===== src/rtl/fetch_ctrl.sv =====
// Fetch-stage sequencer: drives the PC load enable, runs the req/ack handshake with
// instruction memory, buffers one instruction for Decode and squashes it on redirects.
module fetch_ctrl #(
  parameter int unsigned WIDTH   = 8,
  parameter int unsigned IWIDTH  = 32,
  parameter int unsigned TIMEOUT = 16
) (
  input  logic              clk,
  input  logic              reset,
  input  logic [WIDTH-1:0]  PCF,
  input  logic              BranchTakenE,
  input  logic              PCSrcW,
  input  logic              StallD,
  input  logic              imem_ack,
  input  logic [IWIDTH-1:0] imem_rdata,
  output logic              imem_req,
  output logic [WIDTH-1:0]  imem_addr,
  output logic              enablePCFlipFlop,
  output logic [IWIDTH-1:0] InstrF,
  output logic              InstrValidF,
  output logic              FetchError
);

  localparam int unsigned     CntW    = $clog2(TIMEOUT);
  localparam logic [CntW-1:0] CntLast = CntW'(TIMEOUT - 1);

  typedef enum logic [2:0] {StBoot, StReq, StFull, StDrain, StError} state_e;

  state_e              state_q, state_d;
  logic [WIDTH-1:0]    addr_q, addr_d;
  logic [CntW-1:0]     wait_cnt_q, wait_cnt_d;
  logic [IWIDTH-1:0]   instr_q, instr_d;
  logic                valid_q, err_q;
  logic                redirect, timed_out, waiting;

  always_comb begin
    redirect         = BranchTakenE | PCSrcW;
    timed_out        = (wait_cnt_q == CntLast) && !imem_ack;
    state_d          = state_q;
    addr_d           = addr_q;
    instr_d          = instr_q;
    imem_req         = 1'b0;
    imem_addr        = '0;
    enablePCFlipFlop = 1'b0;

    unique case (state_q)
      StBoot: state_d = StReq;
      StReq: begin
        imem_req         = 1'b1;
        imem_addr        = PCF;
        addr_d           = PCF;
        enablePCFlipFlop = redirect | imem_ack;
        if (imem_ack) begin
          // Data accepted only when no redirect squashes it in the same cycle.
          if (!redirect) begin
            instr_d = imem_rdata;
            state_d = StFull;
          end
        end else if (timed_out) begin
          state_d = StError;
        end else if (redirect) begin
          state_d = StDrain;
        end
      end
      StFull: begin
        enablePCFlipFlop = redirect;
        if (redirect || !StallD) state_d = StReq;
      end
      StDrain: begin
        // Keep presenting the abandoned address until the memory retires it.
        imem_req         = 1'b1;
        imem_addr        = addr_q;
        enablePCFlipFlop = redirect;
        if (imem_ack)       state_d = StReq;
        else if (timed_out) state_d = StError;
      end
      StError: ;
      default: state_d = StBoot;
    endcase

    waiting    = (state_q == StReq) || (state_q == StDrain);
    wait_cnt_d = (waiting && (state_d == state_q) && !imem_ack) ? wait_cnt_q + 1'b1 : '0;
  end

  always_ff @(posedge clk) begin
    if (reset) begin
      state_q    <= StBoot;
      addr_q     <= '0;
      wait_cnt_q <= '0;
      instr_q    <= '0;
      valid_q    <= 1'b0;
      err_q      <= 1'b0;
    end else begin
      state_q    <= state_d;
      addr_q     <= addr_d;
      wait_cnt_q <= wait_cnt_d;
      instr_q    <= instr_d;
      valid_q    <= (state_d == StFull);
      err_q      <= (state_d == StError);
    end
  end

  assign InstrF      = instr_q;
  assign InstrValidF = valid_q;
  assign FetchError  = err_q;

endmodule

===== config.mk =====
export PLATFORM = sky130hd
export DESIGN_NAME = fetch_ctrl
export DESIGN_NICKNAME = d
export VERILOG_FILES = /design/src/rtl/fetch_ctrl.sv
export SDC_FILE = /design/constraint.sdc
export NUM_CORES = 1
export LEC_CHECK = 0
export ABC_AREA = 1
export BUFFER_PORTS_ARGS = -buffer_cell sky130_fd_sc_hd__buf_2
export CAP_MARGIN = 20
export CELL_PAD_IN_SITES_DETAIL_PLACEMENT = 1
export CELL_PAD_IN_SITES_GLOBAL_PLACEMENT = 2
export CORE_ASPECT_RATIO = 1.2
export CORE_MARGIN = 2
export CORE_UTILIZATION = 26
export DETAILED_ROUTE_END_ITERATION = 16
export PLACE_DENSITY = 0.86
export SYNTH_ARGS = -nofsm -noshare
export SYNTH_HDL_FRONTEND = slang
export SYNTH_SLANG_ARGS = --single-unit

===== constraint.sdc =====
create_clock -name clk -period 2.52 [get_ports clk]
set_input_delay 0.504 -clock clk [delete_from_list [all_inputs] [get_ports clk]]
set_output_delay 0.504 -clock clk [all_outputs]
set_load 0.005 [all_outputs]

==> results of run 1 <==
## synthesized netlist by cell type (all sizes together)
cell     n  area (um2)
nor2    78         308
dfxtp   49         981
nand2   48         190
o21ai   34         170
inv     12        45.1
nand3   11        65.1
a21oi   10        50.1
buf      7        52.5
clkbuf   5        21.3
nor3     3        26.3
a31oi    2        12.5
ha       1        12.5
nand4    1        12.5
o211ai   1        7.51
xnor2    1        8.76
xor2     1        8.76
## logic make-up after synthesis
logic type / after synthesis / synth area share (%)
adder cells (fa/ha/maj): 1 / 0.634
AO/OA/AOI/OAI: 47 / 12.2
XOR/XNOR: 2 / 0.888
flip-flops: 49 / 49.7
AND/OR/NAND/NOR: 141 / 30.5
buffers and inverters: 24 / 6.03
## worst max-delay path, stage by stage, from the launching register on
cell and delay (ps):
dfxtp_1 390, inv_2 150, nand2_2 80, nor2_4 310
a21oi_1 110, nor3_1 140, buf_2 140
## state kept, by name, summed over array words and instances, names as in the netlist
signal and flops:
FetchError 1, InstrF 32, InstrValidF 1, addr_q 8, state_q 3, wait_cnt_q 4
## area by class of cell
class / instances / area (um2)
Clock buffer: 5 / 68.8
Clock inverter: 3 / 21.3
Fill cell: 944 / 4760
Inverter: 12 / 45.0
Multi-Input combinational cell: 191 / 872
Sequential cell: 49 / 981
Tap cell: 90 / 113
Timing Repair Buffer: 90 / 453
## per-stage QoR
step,setup slack (ps),utilization (%)
finish,393,34.9
CTS,359,34.9
global placement,504,33.7
floorplan,920,-
global route,172,34.9
detailed placement,505,33.7
## metal layers
metal  up-vias  global-route usage (%)
met3         7                    3.65
met1       888                    16.1
met2        64                    22.2
met5         -                       0
li1       1012                       -
met4         0                    4.09
## power groups by stage
stage          Sequential [uW]  Clock (uW)  Combinational, uW
6_report                   827         470                209
3_3_place_gp               845           0                208
2_1_floorplan              842           0                121
5_1_grt                    832         528                244
3_5_place_dp               846           0                212
4_1_cts                    828         496                213
## worst max-delay path by stage
stage / depth (start not counted) / slack, ps / startpoint / to
global route: 6 / 170 / state_q[1] / enablePCFlipFlop
global placement: 8 / 500 / BranchTakenE / InstrF[0]
finish: 6 / 390 / state_q[1] / enablePCFlipFlop
floorplan: 6 / 920 / state_q[1] / enablePCFlipFlop
detailed placement: 8 / 510 / BranchTakenE / InstrF[19]
CTS: 6 / 360 / state_q[1] / enablePCFlipFlop
==> flow_summary_export.csv, run 1 <==
group,metric,value,unit
status,status,"finished, final reports clean",
clock_tree,post_cts_resized,0,
pwr,seq_power_share,54.9,%
route,met2WireLength,2530,um
sta,layout_min_cycle_time,2130,ps
floorplan,floorplan.rows,34,
clock_tree,clock_tree.buffer_depth,2,
min_path,hold-path-cell-count,3,
finish,layout.cells.non_filler,440,
placement,gp_congestion,0.789,
setup_path,startpoint_of_the_worst_slack_reg_to_reg_timing_path,"state_q[1]",
setup_path,crit_type,"register to output port",
sta,worst_pin_slew,539,ps
sta,grt_setup_unrepaired,"no",
placement,dpl_cell_area,0.00246,mm2
synthesis,synth_seq_cells,49,
flow_run,cap_violations,0,
setup_path,endpoint_kind,"output port",
finish,final_cell_area,0.00255,mm2
floorplan,die_span_x,83.5,um
pwr,power.combinational.fraction,13.9,%
clock_tree,htree_levels,2,
sta,fin_hold_ws,439,ps
route,route.met3.wl,388,um
route,detail_route.wl_per_cell,12.1,um
pwr,switching_share,27.4,%
global_route,number_of_global_route_vias_before_repair,1916,
route,vias,1971,
route,ant_nets,0,
pwr,power-per-cell-area,590,mW/mm2
pwr,power.leakage,0.00125,uW
route,drt-met1-wl,2340,um
setup_path,worstRegToRegCells,7,
global_route,grt_antenna_before_repair,0,
clock_tree,cts_tree,"done",
placement,io_buffer_count,89,
clock_tree,post_cts_buffers,0,
finish,antennaDiodeCount,0,
clock_tree,cts_sinks,49,
clock_tree,cell_chosen_for_the_clock_root,"clkbuf_8",
synthesis,post_syn_nets,311,
global_route,grt_pass1_wl,8830,um
pwr,design_power_total,1510,uW
setup_path,r2r_slack,540,ps
floorplan,start_util,26.9,%
sta,maxSlewHeadroom,64.0,%
clock_tree,cts.clk_slew.worst_paths,100,ps
floorplan,floorplan.die.height,99.4,um
pwr,worst_ir_drop_vdd,0.231,mV
finish,drive_above_1_share,30.9,%
sta,setup-tns-final,0,ps
route,topRoutingLayerUsed,"met4",
global_route,grt_max_degree,35,
sta,finalHoldViolCount,0,
route,detailedRoute.firstPassIterationCount,4,
setup_path,crit-reg2reg-capture,"InstrF[0]",
clock_tree,post_cts_hold_buffer_count,0,
pwr,switching_power,412,uW
global_route,gr-total-overflow,0,
finish,area.growth.synth_to_final,29.5,%
synthesis,mappedNetlistArea,0.00197,mm2
route,drt_drc_violations_left,0,
setup_path,critical_path_peak_fanout,14,
finish,most-common-layout-cells,"89 x buf_2, 76 x nor2_1, 49 x dfxtp_1",
min_path,timing.hold.worst.class,"primary input to register",
synthesis,synth_seq_area_share,49.7,%
sta,finalClockSkew,8.63,ps
placement,detailedPlacementHpwl,4010,um
min_path,startpoint_of_the_most_critical_hold_path,"imem_rdata[27]",
min_path,worst_hold_path.endpoint,"InstrF[27]",
sta,setup_violations,0,
setup_path,start_kind,"register",
sta,maxSlewViolCount,0,
synthesis,synthesis.yosys.warnings,0,
placement,dp_cells,432,
synthesis,synthesis.area_per_instance,7.47,um2
setup_path,arrival,1620,ps
pwr,power_frac_clock,31.2,%
floorplan,io_pins,90,
finish,final_net_count,396,
finish,layout.cells.most_common,"buf_2",
floorplan,dieArea,0.00830,mm2
clock_tree,clk-insertion-delay-late,300,ps
sta,layout_worst_path_cycle_share,84.4,%
global_route,grt_usage,13.1,%
pwr,cell_internal_pwr,1090,uW
route,initialDrtViolationCount,45,
route,routed_via_density,4.48,
route,drt_wl_total,5320,um
synthesis,post_synth_inst_count,264,
synthesis,netlist-cell-type-count,26,
floorplan,fp.coreArea,0.00732,mm2
sta,fmaxAchievable,0.470,GHz
clock_tree,number_of_buffers_created_by_cts,5,
setup_path,cp.required,2020,ps
No activity file was read; power rests on OpenSTA's default activity.
==> run 2, diff against run 1 <==
- CORE_UTILIZATION: 26 -> 22
- PLACE_DENSITY: 0.86 -> 0.77
- clock period: 2.52 -> 1.9 ns (I/O delays scaled with it)
==> run 2 against run 1 <==
Net effect:
- combinational power grew 42%
- design area increased by 3.7%
- largest cell class unchanged
- global-route usage is 1.5 points lower
- sequential share of layout area shrank 1.4 points
- non-clock buffer count is 8 higher
- core utilization down 4.3 points
- clock skew down 4.6 ps
- die area increased by 17%
- highest routed layer unchanged
==> flow_summary_export.csv, run 2 (same netlist as run 1, synthesis figures left out) <==
group,metric,value,unit
placement,io_buffer_count,89,
global_route,grt_use_met2,20.7,%
finish,layout.cells.most_common,"buf_2",
sta,grt_setup_unrepaired,"no",
setup_path,start_kind,"register",
global_route,grt_antenna_before_repair,0,
sta,layout_setup_ws,125,ps
sta,setup-tns-final,0,ps
finish,antennaDiodeCount,0,
sta,layout_worst_path_cycle_share,93.4,%
placement,dp_worst_setup_slack,229,ps
placement,detailedPlacementHpwl,4190,um
clock_tree,htree_levels,2,
clock_tree,cts.clk_slew.worst_paths,90,ps
route,detailedRoute.firstPassIterationCount,4,
setup_path,critical_path_peak_fanout,9,
clock_tree,cts_tree,"done",
global_route,grt_pass1_wl,9110,um
route,drt_drc_violations_left,0,
sta,finalHoldViolCount,0,
route,ant_nets,0,
pwr,worst_ir_drop_vdd,0.278,mV
clock_tree,cell_chosen_for_the_clock_root,"clkbuf_8",
clock_tree,cts_sinks,49,
finish,fill_cells,1128,
clock_tree,number_of_buffers_created_by_cts,5,
route,routed_via_density,4.23,
setup_path,arrival,1390,ps
pwr,design_power_total,2010,uW
floorplan,io_pins,90,
route,initialDrtViolationCount,44,
floorplan,die_span_x,90.4,um
floorplan,floorplan.rows,37,
sta,fmaxAchievable,0.563,GHz
flow_run,cap_violations,0,
sta,maxSlewHeadroom,63.9,%
setup_path,crit_type,"register to output port",
sta,finalClockSkew,4.07,ps
finish,area.growth.synth_to_final,34.3,%
setup_path,worstRegToRegCells,8,
floorplan,start_util,22.8,%
sta,layout_min_cycle_time,1770,ps
finish,most-common-layout-cells,"89 x buf_2, 76 x nor2_1, 49 x dfxtp_1",
pwr,power.leakage,0.00129,uW
floorplan,floorplan.die.height,108,um
sta,maxSlewViolCount,0,
global_route,gr-usage-met3,3.22,%
global_route,grt_max_degree,34,
global_route,number_of_global_route_vias_before_repair,1968,
sta,worst_pin_slew,541,ps
clock_tree,clk-insertion-delay-late,300,ps
global_route,gr-total-overflow,0,
status,status,"finished, final reports clean",
sta,setup_violations,0,
placement,gp_congestion,0.768,
global_route,grt.busiest_layer,"met2",
route,drt_wl_total,5600,um
floorplan,fp.coreArea,0.00866,mm2
min_path,timing.hold.worst.class,"primary input to register",
pwr,power-per-cell-area,758,mW/mm2
setup_path,cp.required,1520,ps
global_route,grt_usage,11.6,%
finish,largest_reg_flops,32,
finish,final_net_count,404,
setup_path,endpoint_kind,"output port",
floorplan,dieArea,0.00974,mm2
route,detail_route.wl_per_cell,11.8,um
finish,drive_above_1_share,32.1,%
route,vias,2011,
min_path,hold-path-cell-count,3,
clock_tree,clock_tree.buffer_depth,2,
global_route,global_route.usage.met1,13.5,%
-- run 2: final cells by class --
| type | instances | area [um2] | share of cell area [%] |
|---|---|---|---|
| Tap cell | 117 | 146 | 5.53 |
| Clock buffer | 6 | 72.6 | 2.74 |
| Multi-Input combinational cell | 191 | 872 | 32.9 |
| Timing Repair Buffer | 98 | 517 | 19.5 |
| Sequential cell | 49 | 981 | 37.0 |
| Inverter | 12 | 45.0 | 1.70 |
| Clock inverter | 2 | 15.0 | 0.567 |
-- run 2: worst paths after layout --
path,start,slack (ps),to
hold / removal,imem_rdata[28],320,InstrF[28]
setup reg to reg,state_q[1],300,InstrF[2]
setup / recovery,state_q[1],130,imem_addr[4]
hold reg to reg,wait_cnt_q[0],460,wait_cnt_q[0]
-- run 2: timing repair --
action	in CTS	in global routing
gates resized for setup	0	1
setup endpoints to repair	0	8
buffers inserted	0	5
hold buffers	0	0
endpoints found under the hold margin	0	0
-- run 2: power by group --
part / total, uW / internal [uW] / switching (uW)
sequential: 1100 / 1070 / 25.6
combinational: 297 / 133 / 163
clock: 616 / 260 / 355
total: 2010 / 1460 / 545
-- run 2: critical path, stage by stage, from the launching register on --
cell and delay (ps):
dfxtp_1 330, inv_2 120, nand2_2 80, nor2_4 170
buf_6 150, nand2_1 80, nand2_1 60, buf_2 110
-- run 2: metrics by stage --
stage / cells / util (%) / cell area [um2] / hold slack [ps]
floorplan: 264 / - / 1970 / 418
global placement: 462 / 29.1 / 2520 / 430
detailed placement: 462 / 29.1 / 2520 / 442
CTS: 470 / 30.1 / 2610 / 322
global route: 475 / 30.6 / 2650 / 327
finish: 475 / 30.6 / 2650 / 324
-- run 2: metal layers --
layer | wire length (um) | vias to the layer above
met2 | 2660 | 72
met4 | 59 | 0
met3 | 399 | 4
met5 | 0 | -
li1 | - | 1026
met1 | 2490 | 909
==> run 3, diff against run 2 <==
- CORE_MARGIN: 2 -> default
==> run 3 against run 2 <==
Net effect:
- maximum frequency decreased by 3.2%
- register-to-register slack better by 40 ps
- cell count is the same
- critical endpoint is now enablePCFlipFlop
==> flow_summary_export.csv, run 3 (same netlist as run 1, synthesis figures left out) <==
group,metric,value,unit
status,status,"finished, final reports clean",
clock_tree,cts_tree,"done",
sta,fmaxAchievable,0.546,GHz
finish,layout.cells.most_common,"buf_2",
finish,layout.cells.non_filler,475,
global_route,gr-total-overflow,0,
setup_path,critical_path_peak_fanout,6,
global_route,number_of_global_route_vias_before_repair,1940,
floorplan,floorplan.die.height,106,um
pwr,worst_ir_drop_vdd,0.246,mV
finish,final_cell_area,0.00270,mm2
clock_tree,clk-insertion-delay-late,300,ps
sta,maxSlewViolCount,0,
finish,most-common-layout-cells,"89 x buf_2, 76 x nor2_1, 48 x dfxtp_1",
setup_path,cp.required,1520,ps
route,initialDrtViolationCount,21,
placement,detailedPlacementHpwl,4090,um
min_path,hold-path-cell-count,3,
setup_path,startpoint_of_the_worst_slack_reg_to_reg_timing_path,"state_q[1]",
sta,layout_worst_path_cycle_share,96.5,%
sta,fin_hold_ws,312,ps
floorplan,fp.coreArea,0.00866,mm2
finish,area.growth.synth_to_final,36.7,%
clock_tree,cell_chosen_for_the_clock_root,"clkbuf_8",
setup_path,crit_path_max_incr_delay,380,ps
sta,worst_pin_slew,305,ps
clock_tree,cts_sinks,49,
pwr,power-per-cell-area,753,mW/mm2
clock_tree,post_cts_hold_buffer_count,0,
global_route,grt_max_degree,34,
route,detail_route.wl_per_cell,12.0,um
min_path,timing.hold.worst.class,"primary input to register",
setup_path,worstRegToRegCells,9,
finish,final_net_count,404,
clock_tree,htree_levels,2,
finish,largest_reg_flops,32,
finish,drive_above_1_share,33.0,%
min_path,worst_hold_path.endpoint,"InstrF[3]",
pwr,design_power_total,2030,uW
sta,layout_setup_ws,67.2,ps
setup_path,crit_chain,"inv_4 -> nand2_2 -> nor2_4 -> a21oi_1 -> nor3_2 -> buf_2",
route,drt_wl_total,5700,um
setup_path,r2r_slack,340,ps
placement,gp_congestion,0.722,
floorplan,start_util,22.8,%
finish,antennaDiodeCount,0,
route,drt_drc_violations_left,0,
setup_path,start_kind,"register",
sta,layout_min_cycle_time,1830,ps
placement,dpl_cell_area,0.00253,mm2
setup_path,crit_type,"register to output port",
clock_tree,number_of_buffers_created_by_cts,5,
sta,finalHoldViolCount,0,
pwr,power.leakage,0.00130,uW
global_route,grt_antenna_before_repair,0,
setup_path,crit-reg2reg-capture,"InstrF[14]",
setup_path,critPathTopFamily,"simple AND/OR/NAND/NOR gates",
route,routed_via_density,4.23,
placement,dp_worst_setup_slack,172,ps
sta,setup_violations,0,
setup_path,arrival,1450,ps
clock_tree,clock_tree.buffer_depth,2,
sta,maxSlewHeadroom,79.7,%
clock_tree,cts.clk_slew.worst_paths,100,ps
route,ant_nets,0,
floorplan,die_span_x,88.4,um
route,detailedRoute.firstPassIterationCount,4,
setup_path,crit_path_buffers_inverters,2,
floorplan,floorplan.rows,37,
min_path,startpoint_of_the_most_critical_hold_path,"imem_rdata[3]",
global_route,grt_usage,12.2,%
route,vias,2011,
setup_path,critical_path_cell_count,6,
placement,io_buffer_count,89,
floorplan,io_pins,90,
placement,dp_cells,462,
sta,finalClockSkew,4.98,ps
floorplan,dieArea,0.00935,mm2
setup_path,timing.critical_path.slowest_stage_cell,"dfxtp_4",
flow_run,cap_violations,0,
setup_path,endpoint_kind,"output port",
global_route,grt_pass1_wl,8950,um
-- run 3: tightest hold or removal path, stage by stage --
cell and delay, ps:
buf_2 80, o21ai_1 60, nor2_1 70
-- run 3: area by class of cell --
type | instances | area [um2]
fill | 1100 | 5960
tap | 117 | 146
clock inverter | 3 | 21.3
timing repair buffer | 98 | 551
clock buffer | 5 | 68.8
inverter | 12 | 47.5
sequential | 49 | 985
multi-input combinational | 191 | 877
-- run 3: how the worst max path moves through the flow --
stage               start                to
6_report       state_q[1]  enablePCFlipFlop
5_1_grt        state_q[1]  enablePCFlipFlop
4_1_cts        state_q[1]  enablePCFlipFlop
3_5_place_dp   state_q[1]         InstrF[5]
3_3_place_gp   state_q[1]  enablePCFlipFlop
2_1_floorplan  state_q[1]  enablePCFlipFlop
-- run 3: per-stage QoR --
stage                     utilization [%]  TNS [ps]
after global placement               29.3         0
after global routing                 31.1     -50.7
after floorplan                         -         0
after detailed placement             29.3         0
after CTS                            30.8         0
final                                31.1         0
-- run 3: timing repair --
action | in CTS | in global routing
buffers inserted | 3 | 2
endpoints found under the setup margin | 9 | 9
pin swaps | 2 | 2
gates resized for setup | 0 | 4
-- run 3: report_power, final --
| part | switching, uW | leakage [uW] | internal, uW |
|---|---|---|---|
| Combinational | 169 | 0.000860 | 140 |
| Clock | 367 | 0.0000445 | 262 |
| Sequential | 24.3 | 0.000399 | 1070 |
-- run 3: per-layer routing --
layer | part of all wire [%] | wire length [um] | vias up | GRT usage [%]
li1 | - | - | 1024 | -
met1 | 43 | 2450 | 909 | 13.9
met2 | 49 | 2810 | 71 | 21.8
met3 | 6.5 | 371 | 7 | 3.29
met4 | 1.2 | 68 | 0 | 3.46
met5 | 0 | 0 | - | 0
